`src/rtl/mem_arbiter.sv`:
```
// Two-port (CPU / DMA) arbiter in front of a single-port word memory, one access per 3 cycles.
// Define MEM_ARBITER_RR_EN for round-robin arbitration; default build is fixed CPU priority.
module mem_arbiter #(
   parameter int unsigned SCREEN_BASE = 16384,
   parameter int unsigned KBD_ADDR    = 24576
) (
   input  logic        clk,
   input  logic        rst_n,
   input  logic        cpu_req,
   input  logic        cpu_we,
   input  logic [14:0] cpu_addr,
   input  logic [15:0] cpu_wdata,
   output logic        cpu_ack,
   output logic        cpu_err,
   output logic [15:0] cpu_rdata,
   input  logic        dma_req,
   input  logic        dma_we,
   input  logic [14:0] dma_addr,
   input  logic [15:0] dma_wdata,
   output logic        dma_ack,
   output logic        dma_err,
   output logic [15:0] dma_rdata,
   output logic [14:0] mem_address,
   output logic [15:0] mem_in,
   output logic        mem_load,
   input  logic [15:0] mem_out,
   output logic        busy,
   output logic        owner
);
   localparam int unsigned AW = 15;
   localparam int unsigned DW = 16;
   localparam logic [AW-1:0] SCR = AW'(SCREEN_BASE);
   localparam logic [AW-1:0] KBD = AW'(KBD_ADDR);

   typedef enum logic [1:0] {IDLE, ACCESS, RESP} state_t;

   state_t          state, state_nx;
   logic            pick_dma;
   logic            grant_we;
   logic [AW-1:0]   grant_addr;
   logic [DW-1:0]   grant_wdata;
   logic            grant_ram;
   logic            lat_we;
   logic            acc_err;

   // Arbitration between simultaneous requests
   always_comb begin
      pick_dma = 1'b0;
`ifdef MEM_ARBITER_RR_EN
      if (cpu_req && dma_req) pick_dma = ~owner;
      else                    pick_dma = dma_req;
`else
      pick_dma = ~cpu_req & dma_req;
`endif
   end

   // Fields of the winning requester; data and screen ranges behave identically
   always_comb begin
      grant_we    = pick_dma ? dma_we    : cpu_we;
      grant_addr  = pick_dma ? dma_addr  : cpu_addr;
      grant_wdata = pick_dma ? dma_wdata : cpu_wdata;
      grant_ram   = (grant_addr < SCR) || ((grant_addr >= SCR) && (grant_addr < KBD));
   end

   // Out-of-range access, or a write aimed at the read-only keyboard word
   always_comb begin
      acc_err = (mem_address > KBD) || (lat_we && (mem_address == KBD));
   end

   always_comb begin
      state_nx = state;
      unique case (state)
         IDLE:    if (cpu_req || dma_req) state_nx = ACCESS;
         ACCESS:  state_nx = RESP;
         RESP:    state_nx = IDLE;
         default: state_nx = IDLE;
      endcase
   end

   always_ff @(posedge clk) begin
      if (!rst_n) begin
         state       <= IDLE;
         busy        <= 1'b0;
         owner       <= 1'b0;
         lat_we      <= 1'b0;
         mem_address <= '0;
         mem_in      <= '0;
         mem_load    <= 1'b0;
         cpu_ack     <= 1'b0;
         cpu_err     <= 1'b0;
         cpu_rdata   <= '0;
         dma_ack     <= 1'b0;
         dma_err     <= 1'b0;
         dma_rdata   <= '0;
      end else begin
         state    <= state_nx;
         busy     <= (state_nx != IDLE);
         mem_load <= 1'b0;
         cpu_ack  <= 1'b0;
         cpu_err  <= 1'b0;
         dma_ack  <= 1'b0;
         dma_err  <= 1'b0;
         unique case (state)
            IDLE: begin
               if (state_nx == ACCESS) begin
                  owner       <= pick_dma;
                  lat_we      <= grant_we;
                  mem_address <= grant_addr;
                  mem_in      <= grant_wdata;
                  mem_load    <= grant_we && grant_ram;
               end
            end
            ACCESS: begin
               if (owner) begin
                  dma_rdata <= mem_out;
                  dma_ack   <= 1'b1;
                  dma_err   <= acc_err;
               end else begin
                  cpu_rdata <= mem_out;
                  cpu_ack   <= 1'b1;
                  cpu_err   <= acc_err;
               end
            end
            default: ;
         endcase
      end
   end
endmodule

```
`config.mk`:
```
export PLATFORM = sky130hd
export DESIGN_NAME = mem_arbiter
export DESIGN_NICKNAME = d
export VERILOG_FILES = /design/src/rtl/mem_arbiter.sv
export SDC_FILE = /design/constraint.sdc
export NUM_CORES = 1
export LEC_CHECK = 0
export CAP_MARGIN = 5
export CORE_MARGIN = 2
export CORE_UTILIZATION = 30
export CTS_BUF_LIST = sky130_fd_sc_hd__clkbuf_8
export DETAILED_ROUTE_END_ITERATION = 6
export PLACE_DENSITY_LB_ADDON = 0.08
export SLEW_MARGIN = 20
export SYNTH_ARGS = -nofsm -noshare
export SYNTH_HDL_FRONTEND = slang
export SYNTH_SLANG_ARGS = --single-unit
```
`constraint.sdc`:
```
create_clock -name clk -period 2.95 [get_ports clk]
set_input_delay 0.59 -clock clk [delete_from_list [all_inputs] [get_ports clk]]
set_output_delay 0.59 -clock clk [all_outputs]
set_load 0.05 [all_outputs]
```
* After elaboration in Yosys (flattened, before gate mapping)
Cells that the tools add are included.
Operators by class: $add $sub $neg 0, $mul 0, div/mod/pow operators 0, $lt $le $gt $ge 4, equality and inequality tests 3, shift-type cells 0, muxes and demuxes 7, bitwise logic cells 5, reduce and logical (&&, ||, !) cells 15
Operator list (count):
- $lt A15 B15 Y1 const B | 2
- $mux W16 | 1
- $eq A15 B15 Y1 const B | 1
- $ge A15 B15 Y1 const B | 1
- $gt A15 B15 Y1 const B | 1
- $mux W15 | 1
- $reduce_and A2 Y1 | 4
- $reduce_and A3 Y1 | 2
- $eq A2 B1 Y1 const B | 2
- $not A1 Y1 | 4
- $pmux W2 S2 | 1
- $logic_and A1 B1 Y1 | 3
- $logic_or A1 B1 Y1 | 3
- $mux W1 | 3
- $reduce_or A3 Y1 | 1
- $logic_not A2 Y1 | 1
- $mux W2 | 1
- $reduce_bool A2 Y1 | 1
- $and A1 B1 Y1 | 1
Word-level totals: register bits after elaboration 73, bits in latches 0, bits in writable memories 0, ROM bits 0, input bits 84, output and inout bits 70, word-level logic and storage cells 47, memories 0

* Logic depth before layout (Yosys ltp)
Gate-level depths: netlist of the first run.
depth after elaboration 7, depth in mapped cells 6, depth with buffers taken out 3

* Least setup slack after synthesis of the first run
No wires, ideal clock.
kind register to register, start point register owner, end point register dma_rdata[10], setup time 70 ps, arrival 1579 ps, required time 2880 ps, slack 1300 ps, cell stages (with the launch flop) 7, buffers on the path 3, period minus slack after synthesis 1650 ps, cell sequence dfxtp_1 -> buf_2 -> and3b_1 -> clkbuf_1 -> buf_2 -> nand2_1 -> a21oi_1
Between the ends: longest elaborated chain between the ends 1
RTL lines:
- start, declared | line 28 | output logic owner
- start signal, assigned | line 106 | owner <= pick_dma;
- $reduce_and A2 Y1 (no line)
- end signal, assigned | line 115 | dma_rdata <= mem_out;
- end, declared | line 22 | output logic [15:0] dma_rdata,
Every way passes these cells. A chain may end at the register's enable or synchronous reset.

* Final worst setup path of the first run
start point register owner, end point output port owner
No word-level cell between the ends.

==> results.json, run 1 <==
{
  "clock_latency_ns": 0.35,
  "final_nets": 586,
  "finalHoldViolCount": 0,
  "areaGrowthSynthToFinish_pct": 58.4,
  "leakage_nw": 1.75,
  "cts_setup_buffers": 0,
  "tritoncts": "yes",
  "power.switching_w": 0.000895,
  "r2r_end": "dma_rdata[13]",
  "via_per_inst": 4.70,
  "io_pins": 154,
  "postSynthAreaPerCell_um2": 8.52,
  "crit_path_top_delay_cell": "clkdlybuf4s50_1",
  "reg2regPathDepth": 3,
  "antenna_found_initial": 0,
  "r2r_setup_slack_ns": 1.41,
  "grt.total_usage_pct": 16.3,
  "core_area_um2": 10200,
  "path_clk_slew_ns": 0.08,
  "place_inst": 627,
  "multi_input_area_um2": 1450,
  "fmax_mhz": 422,
  "postSynthCellCount": 363,
  "synthesis.area_um2": 3090,
  "fin_skew_ns": 0.0116,
  "fin_crit_ns": 2.37,
  "synth.largest_area_cell": "dfxtp_1",
  "crit_type": "reg -> out",
  "synth.net_count": 447,
  "muxShareOfSynthArea_pct": 0,
  "slew_violations": 0,
  "yosysUniqueCellTypes": 24,
  "setup_viol": 0,
  "rows": 37,
  "ctsResizeCount": 0,
  "synthArstFlopShare_pct": 0,
  "critPathTopFamily": "buffers and inverters",
  "fin_ws_ns": 0.578,
  "initial_core_util_pct": 30.4,
  "required_ns": 2.36,
  "fillers": 1036,
  "hold_end": "cpu_rdata[9]",
  "worst-path-max-fanout": 9,
  "place_ws_ns": 0.556,
  "start_kind": "flop",
  "first_iter_violations": 105,
  "drv_cap": 0,
  "fin_crit_sh_pct": 80.4,
  "grt_overflow_total": 0,
  "synth-seq-area-share_pct": 47.2,
  "peakVddDrop_v": 0.000202,
  "crit_buf_inv": 1,
  "wl_um": 9180,
  "rsz0062_at_grt": "false",
  "clockRootBuffer": "clkbuf_8",
  "ys_ff_latch": 73,
  "total_power_w": 0.00268,
  "end_kind": "output port",
  "outcome": "finished clean",
  "cp_num_cells": 1,
  "antenna_cells": 0,
  "grt_pass1_vias": 2986,
  "synth_commonest_cells": "nand2_1 (132), dfxtp_1 (73), a21oi_1 (66), a311oi_2 (30), clkbuf_1 (19)",
  "synth_simple_gate_area_share_pct": 20.7,
  "max_stage_delay_ns": 0.89,
  "wl_per_cell_um": 14.3,
  "internal_power_w": 0.00179,
  "setup_tns_ns": 0,
  "hp-start": "cpu_rdata[9]",
  "die_height_um": 106,
  "postRouteAntennaNets": 0,
  "synth-xor-area-share_pct": 0,
  "die_x_um": 106,
  "p_per_area_nw_per_um2": 547,
  "dr.pass1.iters": 4,
  "seqPwrFrac_pct": 41.4,
  "synth_area_leaders": "dfxtp_1 (47%), nand2_1 (16%), a311oi_2 (15%), a21oi_1 (11%), clkbuf_1 (2.3%)",
  "switching_share_pct": 33.4,
  "whs_path_depth": 2,
  "cts_hold_buf": 0,
  "synth_compound_area_share_pct": 26.0,
  "clockPowerShare_pct": 29.0,
  "synth_warnings": 0,
  "die_area_um2": 11100,
  "synth-main-ff-cell": "dfxtp_1",
  "worstPathCellList": "clkdlybuf4s50_1",
  "cts-buffers-inserted": 9,
  "cts.sinks": 73,
  "synth_top_family_by_area": "compound AO/OA/AOI/OAI gates",
  "hpwl_um": 6440,
  "synth_most_common_cell": "nand2_1",
  "synth.top_cell.area_share_pct": 47.2,
  "grt_pass1_wl_um": 14500,
  "p_comb_share_pct": 29.5,
  "seq_area_um2": 1460,
  "r2r-start": "owner",
  "synth-edff-count": 0,
  "cp_data_arrival_time_ns": 1.78,
  "clk_path_buf_depth": 2,
  "worst_slew_pin_slew_ns": 0.685,
  "synth_fa_ha_area_share_pct": 0,
  "io_buffer_count": 153,
  "slew_headroom_pct": 54.2,
  "fin_util_pct": 48.1,
  "layout-drive-gt1-share_pct": 11.2,
  "num_vias": 3025,
  "final_cells": 643,
  "grt_max_degree": 33,
  "hold_class": "reg -> reg",
  "htreeDepth": 3,
  "drcViolationCount": 0,
  "place.gp.congestion": 0.790
}
metrics by stage:
stage | hold slack [ns] | cell area [um2]
5_1_grt | 0.479 | 4900
3_5_place_dp | 0.447 | 4700
4_1_cts | 0.458 | 4900
2_1_floorplan | 0.533 | 3090
6_report | 0.455 | 4900
3_3_place_gp | 0.441 | 4700
sequential cells by signal, summed over array words and instances (netlist names):
| signal | flops |
|---|---|
| dma_rdata | 16 |
| cpu_rdata | 16 |
| owner | 1 |
| dma_ack | 1 |
| busy | 1 |
| cpu_ack | 1 |
| mem_in | 16 |
| state | 2 |
| lat_we | 1 |
| mem_load | 1 |
| mem_address | 15 |
| cpu_err | 1 |
| dma_err | 1 |
power by group through the flow:
stage	Clock, W	Sequential [W]	Combinational (W)
finish	0.000779	0.00111	0.000792
global route	0.000850	0.00112	0.000840
CTS	0.000807	0.00111	0.000798
detailed placement	0	0.00113	0.000796
global placement	0	0.00113	0.000793
floorplan	0	0.00137	0.000257
cell families after synthesis:
family | after synthesis
AND/OR/NAND/NOR | 154
AO/OA/AOI/OAI | 99
flip-flops | 73
buffers and inverters | 37
worst max-delay path by stage:
stage,from,end,slack (ns)
after floorplan,owner,dma_rdata[10],1.30
after global placement,cpu_req,mem_in[15],0.61
after detailed placement,cpu_req,mem_in[15],0.56
after CTS,owner,owner,0.56
after global routing,owner,owner,0.51
final,owner,owner,0.58
layout by cell type (no fill, tap or decap), types with 3 or more instances in the layout:
| cell | Yosys | routed |
|---|---|---|
| nand3_1 | 3 | 3 |
| buf_4 | 0 | 7 |
| nand2_1 | 132 | 132 |
| a21oi_1 | 66 | 66 |
| nor4_1 | 5 | 5 |
| a311oi_2 | 30 | 30 |
| inv_1 | 4 | 5 |
| clkdlybuf4s50_1 | 0 | 153 |
| clkbuf_8 | 0 | 10 |
| nor2_1 | 3 | 3 |
| dfxtp_1 | 73 | 73 |
area by class of cell:
| type | instances | area share, % |
|---|---|---|
| clock buffer | 10 | 2.81 |
| clock inverter | 6 | 1.23 |
| inverter | 4 | 0.306 |
| multi-input combinational | 253 | 29.7 |
| sequential | 73 | 29.8 |
| tap | 136 | 3.47 |
| timing repair buffer | 161 | 32.7 |
layer usage:
| layer | GRT usage, % | vias up | share of wire, % |
|---|---|---|---|
| met2 | 26.4 | 109 | 47 |
| met5 | 0 | - | 0 |
| met4 | 5.64 | 0 | 1.4 |
| met3 | 5.50 | 11 | 7.2 |
| li1 | - | 1532 | - |
| met1 | 20.3 | 1373 | 45 |
Note: power is estimated with default switching activity, not from simulation.
==> inputs of run 2 (changes only) <==
clock period = 2 ns   (was 2.95 ns; I/O delays follow)
==> results.json, run 2 (same netlist as run 1, synthesis figures left out) <==
{
  "wl_um": 9340,
  "clk_path_buf_depth": 2,
  "first_iter_violations": 103,
  "clockRootBuffer": "clkbuf_8",
  "core_area_um2": 10200,
  "htreeDepth": 3,
  "whs_path_depth": 2,
  "die_height_um": 106,
  "fin_crit_ns": 1.94,
  "cts.sinks": 73,
  "p_per_area_nw_per_um2": 876,
  "crit_type": "reg -> out",
  "final_nets": 592,
  "cp_data_arrival_time_ns": 1.54,
  "die_area_um2": 11100,
  "outcome": "finished clean",
  "internal_power_w": 0.00303,
  "slew_headroom_pct": 53.8,
  "num_vias": 3046,
  "reg2regPathDepth": 3,
  "cts_hold_buf": 0,
  "use_met1_pct": 20.7,
  "setup_tns_ns": 0,
  "final_common_cell": "clkdlybuf4s50_1",
  "grt_pass1_wl_um": 14700,
  "rows": 37,
  "switching_share_pct": 30.9,
  "fmax_mhz": 517,
  "grt_max_degree": 33,
  "cts_setup_buffers": 0,
  "drcViolationCount": 0,
  "fin_util_pct": 49.2,
  "wl_per_cell_um": 14.4,
  "start_kind": "flop",
  "reg.largest.list": "cpu_rdata (16), dma_rdata (16), mem_in (16)",
  "hold_class": "reg -> reg",
  "grt_pass1_vias": 2992,
  "power.switching_w": 0.00136,
  "tritoncts": "yes",
  "rsz0062_at_grt": "false",
  "p_comb_share_pct": 26.9,
  "required_ns": 1.60,
  "antenna_cells": 0,
  "grt_overflow_total": 0,
  "critPathTopFamily": "buffers and inverters",
  "die_x_um": 106,
  "cts-buffers-inserted": 9,
  "areaGrowthSynthToFinish_pct": 61.9,
  "hpwl_um": 6680,
  "clock_latency_ns": 0.34,
  "crit_buf_inv": 1,
  "placed_area_um2": 4730,
  "slew_violations": 0,
  "layout-drive-gt1-share_pct": 13.8,
  "antenna_found_initial": 0,
  "io_buffer_count": 153,
  "ctsResizeCount": 0,
  "postLayoutCellArea_um2": 5010,
  "postRouteAntennaNets": 0,
  "busiest_layer": "met2",
  "leakage_nw": 1.81,
  "io_pins": 154,
  "dr.pass1.iters": 4,
  "worstPathCellList": "clkdlybuf4s50_1",
  "setup_viol": 0,
  "final_cell_mix": "clkdlybuf4s50_1 (147), nand2_1 (132), dfxtp_1 (73), a21oi_1 (66), a311oi_2 (30)",
  "use_met2_pct": 26.9,
  "holdWs_ns": 0.456,
  "worst_slew_pin_slew_ns": 0.691,
  "fin_skew_ns": 0.00743,
  "clockPowerShare_pct": 35.8,
  "initial_core_util_pct": 30.4,
  "end_kind": "output port",
  "max_stage_delay_ns": 0.85,
  "place.gp.congestion": 0.752,
  "grtUsageMet3_pct": 4.95,
  "drv_cap": 0,
  "cp_num_cells": 1,
  "finalHoldViolCount": 0,
  "via_per_inst": 4.69,
  "crit_path_top_delay_cell": "clkdlybuf4s50_1",
  "peakVddDrop_v": 0.000350,
  "worst-path-max-fanout": 3,
  "path_clk_slew_ns": 0.08,
  "fin_crit_sh_pct": 96.8,
  "grt.total_usage_pct": 16.5,
  "seqPwrFrac_pct": 37.3
}
-- run 2: cell count changes in the layout (fill, tap and decap cells not counted) --
| cell | before | now |
|---|---|---|
| bufinv_16 | 1 | 4 |
| clkinv_4 | 2 | 1 |
| clkinv_2 | 1 | 0 |
| buf_4 | 7 | 19 |
| inv_1 | 5 | 3 |
| inv_6 | 0 | 1 |
| clkdlybuf4s50_1 | 153 | 147 |
-- run 2: final timing paths --
path / from / end / slack (ns)
worst max-delay path: mem_address[13] / mem_address[13] / 0.06
worst min-delay path: cpu_rdata[15] / cpu_rdata[15] / 0.46
worst max register to register: state[0] / mem_in[14] / 0.38
worst min register to register: cpu_rdata[15] / cpu_rdata[15] / 0.46
-- run 2: stage by stage --
stage	instances	setup WS (ns)	power [W]
after floorplan	363	0.350	0.00240
after global placement	633	0.0748	0.00285
after detailed placement	633	0.0311	0.00286
after CTS	649	0.0394	0.00443
after global routing	649	0.00155	0.00458
final	649	0.0647	0.00439
-- run 2: final cells by class --
| class | count | area (um2) |
|---|---|---|
| inverter | 4 | 15.0 |
| clock buffer | 10 | 138 |
| sequential | 73 | 1460 |
| multi-input combinational | 253 | 1450 |
| clock inverter | 6 | 138 |
| timing repair buffer | 167 | 1630 |
| fill | 1002 | 5170 |
| tap | 136 | 170 |
-- run 2: power by group through the flow --
stage	combinational, W	clock [W]	sequential (W)
final	0.00118	0.00157	0.00164
after global routing	0.00125	0.00168	0.00165
after CTS	0.00119	0.00160	0.00164
after detailed placement	0.00119	0	0.00167
after global placement	0.00118	0	0.00167
after floorplan	0.000379	0	0.00202
-- run 2: per-layer routing --
layer / part of all wire [%] / vias to the layer above
met3: 7.5 / 8
li1: - / 1543
met5: 0 / -
met1: 45 / 1388
met4: 1.0 / 0
met2: 47 / 107
